===== src/rtl/memory_arbiter_pkg.sv =====
// Shared types and the tie-break helper for the instruction/data memory arbiter.
package memory_arbiter_pkg;

  typedef enum logic [1:0] {
    ARB_IDLE  = 2'd0,
    ARB_GNT_I = 2'd1,
    ARB_GNT_D = 2'd2
  } arb_state_t;

  typedef enum logic {
    REQ_INSTR = 1'b0,
    REQ_DATA  = 1'b1
  } bus_req_t;

  localparam int ADDR_W = 32;
  localparam int WORD_W = 32;
  localparam int BE_W   = 4;

  // Pick the next owner from the current requests. On a tie, data wins when
  // prioritised, otherwise the requester that was not served last wins.
  function automatic arb_state_t arb_pick(input logic i_pend, input logic d_pend,
                                          input bus_req_t last, input logic data_prio);
    if (i_pend && d_pend) begin
      return (data_prio || (last == REQ_INSTR)) ? ARB_GNT_D : ARB_GNT_I;
    end
    if (d_pend) return ARB_GNT_D;
    if (i_pend) return ARB_GNT_I;
    return ARB_IDLE;
  endfunction

endpackage


===== src/rtl/generic_bus_if.sv =====
// Simple request/busy memory bus shared by requesters, arbiter and memory.
interface generic_bus_if #(
  parameter int BLOCK_SIZE = 1
);
  logic [31:0]              addr;
  logic                     ren;
  logic                     wen;
  logic [32*BLOCK_SIZE-1:0] wdata;
  logic [3:0]               byte_en;
  logic [32*BLOCK_SIZE-1:0] rdata;
  logic                     busy;
  logic                     error;

  modport generic_bus (
    input  addr, ren, wen, wdata, byte_en,
    output rdata, busy, error
  );

  modport cpu (
    output addr, ren, wen, wdata, byte_en,
    input  rdata, busy, error
  );
endinterface


===== src/rtl/memory_arbiter_mux.sv =====
// Combinational routing of the two requester ports onto the shared memory port.
module generic_bus_mux
  import memory_arbiter_pkg::*;
#(
  parameter int BLOCK_SIZE = 1
) (
  input  logic [1:0]          i_grant,
  generic_bus_if.generic_bus  ibus,
  generic_bus_if.generic_bus  dbus,
  generic_bus_if.cpu          mbus
);

  localparam logic [WORD_W*BLOCK_SIZE-1:0] ZERO_DATA = '0;

  // Route the granted requester through; idle bus and stalled requesters otherwise.
  always_comb begin
    mbus.addr    = '0;
    mbus.ren     = 1'b0;
    mbus.wen     = 1'b0;
    mbus.wdata   = ZERO_DATA;
    mbus.byte_en = '0;
    ibus.rdata   = ZERO_DATA;
    ibus.busy    = 1'b1;
    ibus.error   = 1'b0;
    dbus.rdata   = ZERO_DATA;
    dbus.busy    = 1'b1;
    dbus.error   = 1'b0;
    if (i_grant[0]) begin
      mbus.addr    = ibus.addr;
      mbus.ren     = ibus.ren;
      mbus.wen     = ibus.wen;
      mbus.wdata   = ibus.wdata;
      mbus.byte_en = ibus.byte_en;
      ibus.rdata   = mbus.rdata;
      ibus.busy    = mbus.busy;
      ibus.error   = mbus.error;
    end else if (i_grant[1]) begin
      mbus.addr    = dbus.addr;
      mbus.ren     = dbus.ren;
      mbus.wen     = dbus.wen;
      mbus.wdata   = dbus.wdata;
      mbus.byte_en = dbus.byte_en;
      dbus.rdata   = mbus.rdata;
      dbus.busy    = mbus.busy;
      dbus.error   = mbus.error;
    end
  end

endmodule


===== src/rtl/memory_arbiter.sv =====
// Two-to-one arbiter: instruction and data requesters share one memory port.
// The grant is held until memory completes; a new owner is picked on the
// completion cycle so back-to-back transfers and handoffs need no idle cycle.
module memory_arbiter
  import memory_arbiter_pkg::*;
#(
  parameter int BLOCK_SIZE    = 1,
  parameter bit DATA_PRIORITY = 1'b0
) (
  input  logic               CLK,
  input  logic               RST,
  generic_bus_if.generic_bus ibus,
  generic_bus_if.generic_bus dbus,
  generic_bus_if.cpu         mbus,
  output logic [1:0]         grant
);

  arb_state_t r_state;
  arb_state_t w_next;
  bus_req_t   r_last;
  bus_req_t   w_last_next;
  logic       w_i_pend;
  logic       w_d_pend;

  assign w_i_pend = ibus.ren | ibus.wen;
  assign w_d_pend = dbus.ren | dbus.wen;
  assign grant    = {r_state == ARB_GNT_D, r_state == ARB_GNT_I};

  // Next owner: arbitrate from idle, hold until completion, drop on abort.
  always_comb begin
    w_next      = r_state;
    w_last_next = r_last;
    case (r_state)
      ARB_IDLE: w_next = arb_pick(w_i_pend, w_d_pend, r_last, DATA_PRIORITY);
      ARB_GNT_I: begin
        if (!w_i_pend) begin
          w_next = ARB_IDLE;
        end else if (!mbus.busy) begin
          w_last_next = REQ_INSTR;
          w_next      = arb_pick(w_i_pend, w_d_pend, REQ_INSTR, DATA_PRIORITY);
        end
      end
      ARB_GNT_D: begin
        if (!w_d_pend) begin
          w_next = ARB_IDLE;
        end else if (!mbus.busy) begin
          w_last_next = REQ_DATA;
          w_next      = arb_pick(w_i_pend, w_d_pend, REQ_DATA, DATA_PRIORITY);
        end
      end
      default: w_next = ARB_IDLE;
    endcase
  end

  // State and last-served registers; reset abandons any transfer in flight.
  always_ff @(posedge CLK) begin
    if (RST) begin
      r_state <= ARB_IDLE;
      r_last  <= REQ_INSTR;
    end else begin
      r_state <= w_next;
      r_last  <= w_last_next;
    end
  end

  generic_bus_mux #(
    .BLOCK_SIZE (BLOCK_SIZE)
  ) u_mux (
    .i_grant (grant),
    .ibus    (ibus),
    .dbus    (dbus),
    .mbus    (mbus)
  );

endmodule


===== src/flat_wrapper.sv =====
// flat-port wrapper written by rule: the top's interface ports become plain ports
module memory_arbiter_flat import memory_arbiter_pkg::*;
#(
  parameter int BLOCK_SIZE    = 1,
  parameter bit DATA_PRIORITY = 1'b0
)
  (CLK, RST, grant, ibus_addr, ibus_ren, ibus_wen, ibus_wdata, ibus_byte_en, ibus_rdata, ibus_busy, ibus_error, dbus_addr, dbus_ren, dbus_wen, dbus_wdata, dbus_byte_en, dbus_rdata, dbus_busy, dbus_error, mbus_addr, mbus_ren, mbus_wen, mbus_wdata, mbus_byte_en, mbus_rdata, mbus_busy, mbus_error);
  generic_bus_if #(.BLOCK_SIZE(BLOCK_SIZE)) ibus_i ();
  generic_bus_if #(.BLOCK_SIZE(BLOCK_SIZE)) dbus_i ();
  generic_bus_if #(.BLOCK_SIZE(BLOCK_SIZE)) mbus_i ();
  input  logic CLK;
  input  logic RST;
  output logic [1:0] grant;
  input wire logic [$bits(ibus_i.addr)-1:0] ibus_addr;
  input wire logic [$bits(ibus_i.ren)-1:0] ibus_ren;
  input wire logic [$bits(ibus_i.wen)-1:0] ibus_wen;
  input wire logic [$bits(ibus_i.wdata)-1:0] ibus_wdata;
  input wire logic [$bits(ibus_i.byte_en)-1:0] ibus_byte_en;
  output wire logic [$bits(ibus_i.rdata)-1:0] ibus_rdata;
  output wire logic [$bits(ibus_i.busy)-1:0] ibus_busy;
  output wire logic [$bits(ibus_i.error)-1:0] ibus_error;
  input wire logic [$bits(dbus_i.addr)-1:0] dbus_addr;
  input wire logic [$bits(dbus_i.ren)-1:0] dbus_ren;
  input wire logic [$bits(dbus_i.wen)-1:0] dbus_wen;
  input wire logic [$bits(dbus_i.wdata)-1:0] dbus_wdata;
  input wire logic [$bits(dbus_i.byte_en)-1:0] dbus_byte_en;
  output wire logic [$bits(dbus_i.rdata)-1:0] dbus_rdata;
  output wire logic [$bits(dbus_i.busy)-1:0] dbus_busy;
  output wire logic [$bits(dbus_i.error)-1:0] dbus_error;
  output wire logic [$bits(mbus_i.addr)-1:0] mbus_addr;
  output wire logic [$bits(mbus_i.ren)-1:0] mbus_ren;
  output wire logic [$bits(mbus_i.wen)-1:0] mbus_wen;
  output wire logic [$bits(mbus_i.wdata)-1:0] mbus_wdata;
  output wire logic [$bits(mbus_i.byte_en)-1:0] mbus_byte_en;
  input wire logic [$bits(mbus_i.rdata)-1:0] mbus_rdata;
  input wire logic [$bits(mbus_i.busy)-1:0] mbus_busy;
  input wire logic [$bits(mbus_i.error)-1:0] mbus_error;
  assign ibus_i.addr = ibus_addr;
  assign ibus_i.ren = ibus_ren;
  assign ibus_i.wen = ibus_wen;
  assign ibus_i.wdata = ibus_wdata;
  assign ibus_i.byte_en = ibus_byte_en;
  assign ibus_rdata = ibus_i.rdata;
  assign ibus_busy = ibus_i.busy;
  assign ibus_error = ibus_i.error;
  assign dbus_i.addr = dbus_addr;
  assign dbus_i.ren = dbus_ren;
  assign dbus_i.wen = dbus_wen;
  assign dbus_i.wdata = dbus_wdata;
  assign dbus_i.byte_en = dbus_byte_en;
  assign dbus_rdata = dbus_i.rdata;
  assign dbus_busy = dbus_i.busy;
  assign dbus_error = dbus_i.error;
  assign mbus_addr = mbus_i.addr;
  assign mbus_ren = mbus_i.ren;
  assign mbus_wen = mbus_i.wen;
  assign mbus_wdata = mbus_i.wdata;
  assign mbus_byte_en = mbus_i.byte_en;
  assign mbus_i.rdata = mbus_rdata;
  assign mbus_i.busy = mbus_busy;
  assign mbus_i.error = mbus_error;
  memory_arbiter #(.BLOCK_SIZE(BLOCK_SIZE), .DATA_PRIORITY(DATA_PRIORITY)) u_core (.CLK(CLK), .RST(RST), .ibus(ibus_i), .dbus(dbus_i), .mbus(mbus_i), .grant(grant));
endmodule

===== config.mk =====
export PLATFORM = sky130hd
export DESIGN_NAME = memory_arbiter_flat
export DESIGN_NICKNAME = d
export VERILOG_FILES = /design/src/rtl/memory_arbiter_pkg.sv /design/src/rtl/generic_bus_if.sv /design/src/rtl/memory_arbiter_mux.sv /design/src/rtl/memory_arbiter.sv /design/src/flat_wrapper.sv
export SDC_FILE = /design/constraint.sdc
export NUM_CORES = 1
export LEC_CHECK = 0
export BUFFER_PORTS_ARGS = -buffer_cell sky130_fd_sc_hd__buf_2
export CELL_PAD_IN_SITES_DETAIL_PLACEMENT = 1
export CELL_PAD_IN_SITES_GLOBAL_PLACEMENT = 2
export CORE_MARGIN = 10
export CORE_UTILIZATION = 10
export DETAILED_ROUTE_END_ITERATION = 7
export GPL_ROUTABILITY_DRIVEN = 0
export PLACE_DENSITY = 0.94
export SLEW_MARGIN = 40
export SYNTH_ARGS = -nofsm -noshare
export SYNTH_HDL_FRONTEND = slang
export SYNTH_HIERARCHICAL = 1
export SYNTH_SLANG_ARGS = --single-unit

===== constraint.sdc =====
create_clock -name CLK -period 1.9 [get_ports CLK]
set_input_delay 0.38 -clock CLK [delete_from_list [all_inputs] [get_ports CLK]]
set_output_delay 0.38 -clock CLK [all_outputs]
set_load 0.05 [all_outputs]

==> flow_metrics.env, run 1 <==
export IMPL_status="finished with violations"
export IMPL_violations="negative setup slack"
export IMPL_start_kind="flop"
export IMPL_synth_area_leaders="a22o_1, and2_1, buf_8, ha_1, dfxtp_1"
export IMPL_firstDrtPassIters=4
export IMPL_drt_iter0_drc=71
export IMPL_fin_skew_ns=0.001368
export IMPL_grt_ovfl_total=0
export IMPL_relSlewSlack_pct=77.53
export IMPL_coreArea_um2=14700
export IMPL_io_buffers=315
export IMPL_finalInstanceArea_um2=5859
export IMPL_path_clk_slew_ns=0.03
export IMPL_syn_num_nets=376
export IMPL_start_util_pct=10.33
export IMPL_min_period_over_period_pct=107.1
export IMPL_n_antenna_cell=0
export IMPL_hold_start="RST"
export IMPL_clock_sinks=3
export IMPL_maxCapViolCount=0
export IMPL_seqCellArea_um2=67.56
export IMPL_drive_gt1_share_pct=95.25
export IMPL_grt_pass1_wl_mm=22.02
export IMPL_ant_nets=0
export IMPL_tritoncts="done"
export IMPL_dp_hpwl_mm=10.86
export IMPL_yosysWarnings=6
export IMPL_synthCells=195
export IMPL_grt_setup_unrepaired="yes"
export IMPL_min_path_type="in2reg"
export IMPL_vias=3025
export IMPL_peakVddDrop_mv=0.4065
export IMPL_ios=316
export IMPL_syn_area_per_cell_um2=7.783
export IMPL_synth_cell_type_count=25
export IMPL_hold_viol_final=0
export IMPL_arrival_ns=1.66
export IMPL_fill_cells=1636
export IMPL_placed_area_um2=3669
export IMPL_syn_area_um2=1518
export IMPL_drc=0
export IMPL_yosysSeqAreaShare_pct=3.957
export IMPL_wl_mm=16.37
export IMPL_worstSetupStartpoint="u_core/r_state[1]"
export IMPL_final_max_slew_viol_count=0
export IMPL_grt_pass1_vias=3587
export IMPL_power_density_nw_per_um2=1107
export IMPL_cp_max_fo=8
export IMPL_worstReg2RegStart="u_core/r_state[1]"
export IMPL_row_count=44
export IMPL_fmax_mhz=491.4
export IMPL_insertion_delay_ns=0.23
export IMPL_die_w_um=143.2
export IMPL_cp_end_kind="output port"
export IMPL_tightestPinTransition_ns=0.3360
export IMPL_leakagePower_nw=3.022
export IMPL_cts_root_buffer="clkbuf_16"
export IMPL_clockBufferDepth=2
export IMPL_layout_nets=708
export IMPL_vias_per_cell=4.261
export IMPL_drt_wirelength_per_cell_um=23.05
export IMPL_netlist_area_leader_share_pct=40.40
export IMPL_period_needed_ns=2.035
export IMPL_cts_hold_buf=0
export IMPL_cts_htree_levels=1
export IMPL_setup_slack_ns=-0.1352
export IMPL_track_usage_pct=14.05
export IMPL_cts_made_buffers=3
export IMPL_critical_path_required_ns=1.52
export IMPL_setup_viol_count_final=127
export IMPL_synth_top_area_cell="a22o_1"
export IMPL_syn2layout_area_growth_pct=286.1
export IMPL_antenna_found_initial=1
export IMPL_die_area_um2=20500
export IMPL_multi_input_area_um2=2003
export IMPL_die_h_um=143.2
export IMPL_tns_ns=-9.924
export IMPL_ys_ff_latch=3
export IMPL_grt_max_degree=27
export IMPL_crit_type="reg2out"
==> cells by family (layout without fill, tap and decap cells) <==
| logic type | count (synthesis) | after routing | share of synthesized area [%] |
|---|---|---|---|
| compound gates | 80 | 80 | 46.00 |
| simple gates | 79 | 79 | 33.14 |
| buf+inv | 28 | 359 | 12.78 |
| fa+ha+maj | 5 | 5 | 4.122 |
| flops | 3 | 3 | 3.957 |
==> registers in the layout, summed over array words and instances, names as in the netlist <==
name and flops:
u_core/r_state 2, u_core/r_last 1
==> critical path, cell delays in order (launching register included) <==
cell	delay, ns
dfxtp_4	0.37
inv_4	0.05
ha_4	0.17
buf_12	0.14
buf_12	0.15
buf_12	0.14
a22o_4	0.25
buf_8	0.15
==> placed cells by master, fill, tap and decap left out, drive strengths merged, types with 2 or more instances in the layout <==
master,synthesis,layout
clkbuf,10,6
o211a,2,2
nor2b,2,2
or4b,2,2
nor2,4,4
ha,5,5
a22o,70,70
dfxtp,3,3
and2,66,66
buf,14,349
nand2b,2,2
inv,4,4
o32ai,3,3
==> synth_stat cells <==
cell	instances
a22o_1	70
a311oi_1	1
a41oi_1	1
and2_1	66
buf_2	5
buf_4	2
buf_6	1
buf_8	6
clkbuf_1	10
dfxtp_1	3
ha_1	5
inv_1	4
nand2b_1	2
nor2_1	4
nor2b_1	1
nor2b_4	1
o211a_1	2
o21ai_0	1
o2bb2ai_1	1
o31ai_1	1
o32ai_1	3
or2_2	1
or3b_2	1
or4_1	1
or4b_1	2
==> layer usage <==
layer,up-vias,wire length (µm),GRT usage (%)
li1,1400,-,-
met1,1453,5260,13.08
met2,155,9376,28.54
met3,15,1485,4.776
met4,2,230,2.932
met5,-,13,0
==> layout make-up <==
cell class,count,area share (%)
repair buffers,351,59.04
clock buffers,4,1.345
multi-input cells,164,34.19
flip-flops and latches,3,1.153
inverters,4,0.3417
well taps,184,3.929
==> through the flow <==
stage          power, W  utilization [%]  setup slack, ns  instances  hold WS, ns
2_1_floorplan  0.003158                -         -0.05740        195       0.4521
3_3_place_gp   0.003973            24.96         0.008035        682       0.6014
3_5_place_dp   0.003995            24.96         -0.02029        682       0.6094
4_1_cts        0.006168            37.05          -0.2043        711       0.3797
5_1_grt        0.006729            39.86          -0.1727        710       0.3944
6_report       0.006486            39.86          -0.1352        710       0.3865
==> final timing paths <==
path                                     endpoint  slack [ns]  depth (start not counted)
worst max-delay path                mbus_addr[25]       -0.14                          7
worst min-delay path                u_core/r_last        0.39                          2
worst max register to register  u_core/r_state[1]        0.03                          8
worst min register to register      u_core/r_last        0.62                          2
==> power breakdown <==
part	leakage, nW	switching [W]	internal (W)
registers	0.0260	0.0000214	0.0000819
clock network	0.0382	0.0000616	0.000277
logic	2.96	0.00328	0.00276
total	3.02	0.00336	0.00312
==> timing repair <==
action / CTS / global route
setup endpoints to repair: 138 / 138
gates resized for setup: 369 / 131
endpoints found under the hold margin: 0 / 0
pin swaps: 5 / 20
gates cloned: 14 / 2
buffers inserted: 11 / 4
Power figures use the tool's default switching activity.
==> run 2: changes to the inputs <==
--- a/config.mk
+++ b/config.mk
@@ -10,6 +10,7 @@
 export CELL_PAD_IN_SITES_GLOBAL_PLACEMENT = 2
 export CORE_MARGIN = 10
 export CORE_UTILIZATION = 10
+export CTS_BUF_LIST = sky130_fd_sc_hd__clkbuf_2 sky130_fd_sc_hd__clkbuf_4 sky130_fd_sc_hd__clkbuf_8
 export DETAILED_ROUTE_END_ITERATION = 7
 export GPL_ROUTABILITY_DRIVEN = 0
 export PLACE_DENSITY = 0.94
==> flow_metrics.env, run 2 (synthesized netlist as in run 1, its figures left out) <==
export IMPL_row_count=44
export IMPL_finalInstanceArea_um2=5459
export IMPL_insertion_delay_ns=0.22
export IMPL_cts_root_buffer="clkbuf_8"
export IMPL_power_density_nw_per_um2=1112
export IMPL_cts_made_buffers=3
export IMPL_syn2layout_area_growth_pct=259.7
export IMPL_min_path_type="in2reg"
export IMPL_drc=0
export IMPL_die_w_um=143.2
export IMPL_n_antenna_cell=0
export IMPL_highest_layer="met5"
export IMPL_setup_viol_count_final=103
export IMPL_start_kind="flop"
export IMPL_clock_sinks=3
export IMPL_final_common_cell="buf_2"
export IMPL_dp_slack_ns=-0.02029
export IMPL_peakVddDrop_mv=0.4122
export IMPL_hold_viol_final=0
export IMPL_ios=316
export IMPL_critical_path_required_ns=1.52
export IMPL_path_clk_slew_ns=0.03
export IMPL_die_area_um2=20500
export IMPL_layout_nets=705
export IMPL_grt_pass1_wl_mm=20.68
export IMPL_drive_gt1_share_pct=95.60
export IMPL_firstDrtPassIters=4
export IMPL_fill_cells=1679
export IMPL_finalPower_w=0.006070
export IMPL_cp_end_kind="output port"
export IMPL_ant_nets=0
export IMPL_drt_wirelength_per_cell_um=22.00
export IMPL_die_h_um=143.2
export IMPL_tightestPinTransition_ns=0.3224
export IMPL_final_max_slew_viol_count=0
export IMPL_dr_wl_met3_mm=1.549
export IMPL_fin_skew_ns=0.0002388
export IMPL_grt_ovfl_total=0
export IMPL_grt_pass1_vias=3406
export IMPL_placed_area_um2=3669
export IMPL_grt_setup_unrepaired="yes"
export IMPL_period_needed_ns=2.016
export IMPL_crit_type="reg2out"
export IMPL_tritoncts="done"
export IMPL_leakagePower_nw=2.828
export IMPL_maxCapViolCount=0
export IMPL_io_buffers=315
export IMPL_violations="negative setup slack"
export IMPL_dr_wl_met2_mm=8.887
export IMPL_cts_htree_levels=1
export IMPL_cts_hold_buf=0
export IMPL_wl_met1_mm=4.914
export IMPL_wl_mm=15.55
export IMPL_antenna_found_initial=1
export IMPL_start_util_pct=10.33
export IMPL_clockBufferDepth=2
export IMPL_largest_register="u_core/r_state"
export IMPL_cp_max_fo=13
export IMPL_coreArea_um2=14700
export IMPL_dp_hpwl_mm=10.86
export IMPL_setup_slack_ns=-0.1159
export IMPL_layout_common_cells="buf_2, buf_8, buf_6, a22o_4, and2_2"
export IMPL_vias=3001
export IMPL_relSlewSlack_pct=78.44
export IMPL_status="finished with violations"
export IMPL_fin_util_pct=37.14
export IMPL_drt_iter0_drc=64
export IMPL_largest_reg_flops=2
export IMPL_grt_max_degree=32
export IMPL_fmax_mhz=496.0
export IMPL_arrival_ns=1.64
export IMPL_min_period_over_period_pct=106.1
export IMPL_vias_per_cell=4.245
export IMPL_track_usage_pct=13.13
export IMPL_reg_largest_list="u_core/r_state: 2 flops, u_core/r_last: 1 flops"
run 2: changes by cell type in the layout (fill, tap and decap cells not counted), sizes merged:
cell | before | now
clkbuf | 6 | 7
buf | 349 | 345
run 2: critical path, cell delays in order (launching register included):
cell and delay, ns:
dfxtp_4 0.37, inv_4 0.04, ha_4 0.16, nor2b_4 0.17, buf_12 0.19, buf_16 0.15
and2_2 0.16, buf_6 0.16
run 2: stage by stage:
stage	std cells	setup TNS (ns)	hold slack, ns
after floorplan	195	-3.206	0.4521
after global routing	707	-15.10	0.4020
final	707	-8.817	0.3933
after CTS	703	-9.465	0.3844
after detailed placement	682	-0.2962	0.6094
after global placement	682	0	0.6014
run 2: layer usage:
layer,vias to the layer above,global-route usage (%)
li1,1398,-
met1,1433,12.44
met2,154,26.36
met3,14,4.776
met4,2,2.280
met5,-,0
run 2: layout make-up:
cell class	instances	area, µm²	share of cell area (%)
sequential	3	67.56	1.238
clock buffer	4	48.80	0.8939
timing repair buffer	348	3282	60.12
multi-input combinational	164	1810	33.17
tap	184	230.2	4.217
inverter	4	20.02	0.3667
run 2: what timing repair did:
action	4_1_cts	5_1_grt
resized for setup	279	130
hold endpoints to repair	0	0
setup buffers	6	2
endpoints found under the setup margin	138	138
gates cloned	11	2
pin swaps	4	9
run 2: final timing paths:
path         cells after the start  slack (ns)               from                 to
max reg2reg                      8        0.04  u_core/r_state[1]  u_core/r_state[1]
min                              2        0.39                RST      u_core/r_last
max                              7       -0.12  u_core/r_state[1]     dbus_rdata[24]
min reg2reg                      2        0.63      u_core/r_last      u_core/r_last
run 2: power breakdown:
group / switching [W] / internal (W)
Combinational: 0.00319 / 0.00258
Clock: 0.0000445 / 0.000157
Sequential: 0.0000210 / 0.0000818
==> run 3: changes to the inputs <==
--- a/config.mk
+++ b/config.mk
@@ -13,7 +13,7 @@
 export CTS_BUF_LIST = sky130_fd_sc_hd__clkbuf_2 sky130_fd_sc_hd__clkbuf_4 sky130_fd_sc_hd__clkbuf_8
 export DETAILED_ROUTE_END_ITERATION = 7
 export GPL_ROUTABILITY_DRIVEN = 0
-export PLACE_DENSITY = 0.94
+export PLACE_DENSITY = 0.95
 export SLEW_MARGIN = 40
 export SYNTH_ARGS = -nofsm -noshare
 export SYNTH_HDL_FRONTEND = slang
==> constraint.sdc (replaced) <==
create_clock -name CLK -period 1.8 [get_ports CLK]
set_input_delay 0.36 -clock CLK [delete_from_list [all_inputs] [get_ports CLK]]
set_output_delay 0.36 -clock CLK [all_outputs]
set_load 0.05 [all_outputs]
==> flow_metrics.env, run 3 (synthesized netlist as in run 1, its figures left out) <==
export IMPL_wl_mm=15.54
export IMPL_hold_viol_final=0
export IMPL_track_usage_pct=12.40
export IMPL_tightestPinTransition_ns=0.3071
export IMPL_drt_iter0_drc=80
export IMPL_grt_setup_unrepaired="yes"
export IMPL_fmax_mhz=487.3
export IMPL_leakagePower_nw=2.627
export IMPL_reg_largest_list="u_core/r_state: 2 flops, u_core/r_last: 1 flops"
export IMPL_final_max_slew_viol_count=0
export IMPL_ant_nets=0
export IMPL_final_common_cell="buf_2"
export IMPL_layout_nets=699
export IMPL_drt_wirelength_per_cell_um=22.13
export IMPL_crit_type="reg2out"
export IMPL_fin_util_pct=34.20
export IMPL_insertion_delay_ns=0.22
export IMPL_cts_htree_levels=1
export IMPL_cp_max_fo=6
export IMPL_start_util_pct=10.33
export IMPL_ios=316
export IMPL_cp_end_kind="output port"
export IMPL_vias_per_cell=4.265
export IMPL_firstDrtPassIters=4
export IMPL_r2r_slack_ns=0.12
export IMPL_finalInstanceArea_um2=5027
export IMPL_hold_start="RST"
export IMPL_row_count=44
export IMPL_finalPower_w=0.005890
export IMPL_grt_pass1_vias=3326
export IMPL_cts_made_buffers=3
export IMPL_min_path_type="in2reg"
export IMPL_grt_pass1_wl_mm=19.89
export IMPL_critical_path_required_ns=1.44
export IMPL_clock_sinks=3
export IMPL_die_area_um2=20500
export IMPL_tritoncts="done"
export IMPL_drc=0
export IMPL_syn2layout_area_growth_pct=231.2
export IMPL_die_w_um=143.2
export IMPL_worstReg2RegStart="u_core/r_state[0]"
export IMPL_clockBufferDepth=2
export IMPL_path_clk_slew_ns=0.03
export IMPL_cts_root_buffer="clkbuf_8"
export IMPL_fill_cells=1697
export IMPL_die_h_um=143.2
export IMPL_power_density_nw_per_um2=1172
export IMPL_min_period_over_period_pct=114.0
export IMPL_grt_max_degree=45
export IMPL_drive_gt1_share_pct=95.16
export IMPL_min_to="u_core/r_last"
export IMPL_hold_path_depth=2
export IMPL_largest_register="u_core/r_state"
export IMPL_setup_slack_ns=-0.2522
export IMPL_placed_area_um2=3586
export IMPL_timing_hold_ws_ns=0.3716
export IMPL_start_kind="flop"
export IMPL_coreArea_um2=14700
export IMPL_seqCellArea_um2=67.56
export IMPL_multi_input_area_um2=1692
export IMPL_setup_viol_count_final=105
export IMPL_peakVddDrop_mv=0.3282
export IMPL_status="finished with violations"
export IMPL_io_buffers=315
export IMPL_vias=2994
export IMPL_tns_ns=-17.28
export IMPL_r2r_cells=7
export IMPL_r2r_end="u_core/r_state[1]"
export IMPL_grt_ovfl_total=0
export IMPL_largest_reg_flops=2
export IMPL_antenna_found_initial=2
export IMPL_maxCapViolCount=0
export IMPL_dp_hpwl_mm=11.51
export IMPL_violations="negative setup slack"
export IMPL_relSlewSlack_pct=79.47
export IMPL_arrival_ns=1.69
export IMPL_fin_skew_ns=0.003709
export IMPL_layout_common_cells="buf_2, buf_6, buf_8, a22o_2, and2_4"
export IMPL_period_needed_ns=2.052
==> run 3: cell count changes in the layout (fill, tap and decap cells not counted), moves of 6 or more <==
cell	delta
and2_2	-13
buf_6	+14
buf_4	-6
a22o_4	-16
buf_8	-26
buf_16	-8
clkbuf_4	+19
and2_4	+13
a22o_2	+16
==> run 3: final cells by class <==
cell class / instances / area share (%)
Tap cell: 184 / 4.579
Timing Repair Buffer: 342 / 59.01
Antenna cell: 1 / 0.04978
Multi-Input combinational cell: 164 / 33.65
Sequential cell: 3 / 1.344
Inverter: 4 / 0.3982
Clock buffer: 4 / 0.9706
==> run 3: through the flow <==
step	worst slack, ns	instances
finish	-0.2522	702
global route	-0.2919	702
CTS	-0.2108	694
detailed placement	-0.05115	682
global placement	-0.01651	682
floorplan	-0.01761	195
==> run 3: worst max path at each step <==
stage | endpoint | start | cells after the start
6_report | mbus_wdata[24] | u_core/r_state[0] | 8
4_1_cts | mbus_addr[23] | u_core/r_state[1] | 7
2_1_floorplan | mbus_addr[10] | u_core/r_state[1] | 6
3_5_place_dp | mbus_wdata[27] | u_core/r_state[0] | 6
3_3_place_gp | mbus_addr[18] | u_core/r_state[0] | 6
5_1_grt | mbus_wdata[16] | u_core/r_state[0] | 8
==> run 3: critical path, cell delays in order, from the launching register on <==
cell	delay, ns
dfxtp_4	0.37
inv_4	0.05
ha_4	0.15
nor2b_4	0.13
buf_6	0.11
buf_12	0.14
clkbuf_16	0.15
a22o_2	0.21
buf_6	0.15
==> run 3: timing repair <==
item | in CTS | in global routing
cloned | 4 | 5
setup endpoints to repair | 137 | 140
gates resized for setup | 191 | 161
hold buffers | 0 | 0
setup buffers | 4 | 3
pin swaps | 2 | 1
==> run 3: where the power goes <==
| group | total, W | internal (W) | switching [W] |
|---|---|---|---|
| Clock | 0.000217 | 0.000167 | 0.0000505 |
| Combinational | 0.00556 | 0.00235 | 0.00322 |
| Sequential | 0.000109 | 0.0000864 | 0.0000229 |
| Total | 0.00589 | 0.00260 | 0.00329 |
==> run 3: metal layers <==
metal	share of wire, %	vias up	global-route usage [%]
met5	0.071	-	0
met4	2.4	2	3.963
met3	11	20	5.373
met2	54	186	23.52
met1	32	1402	11.70
li1	-	1384	-
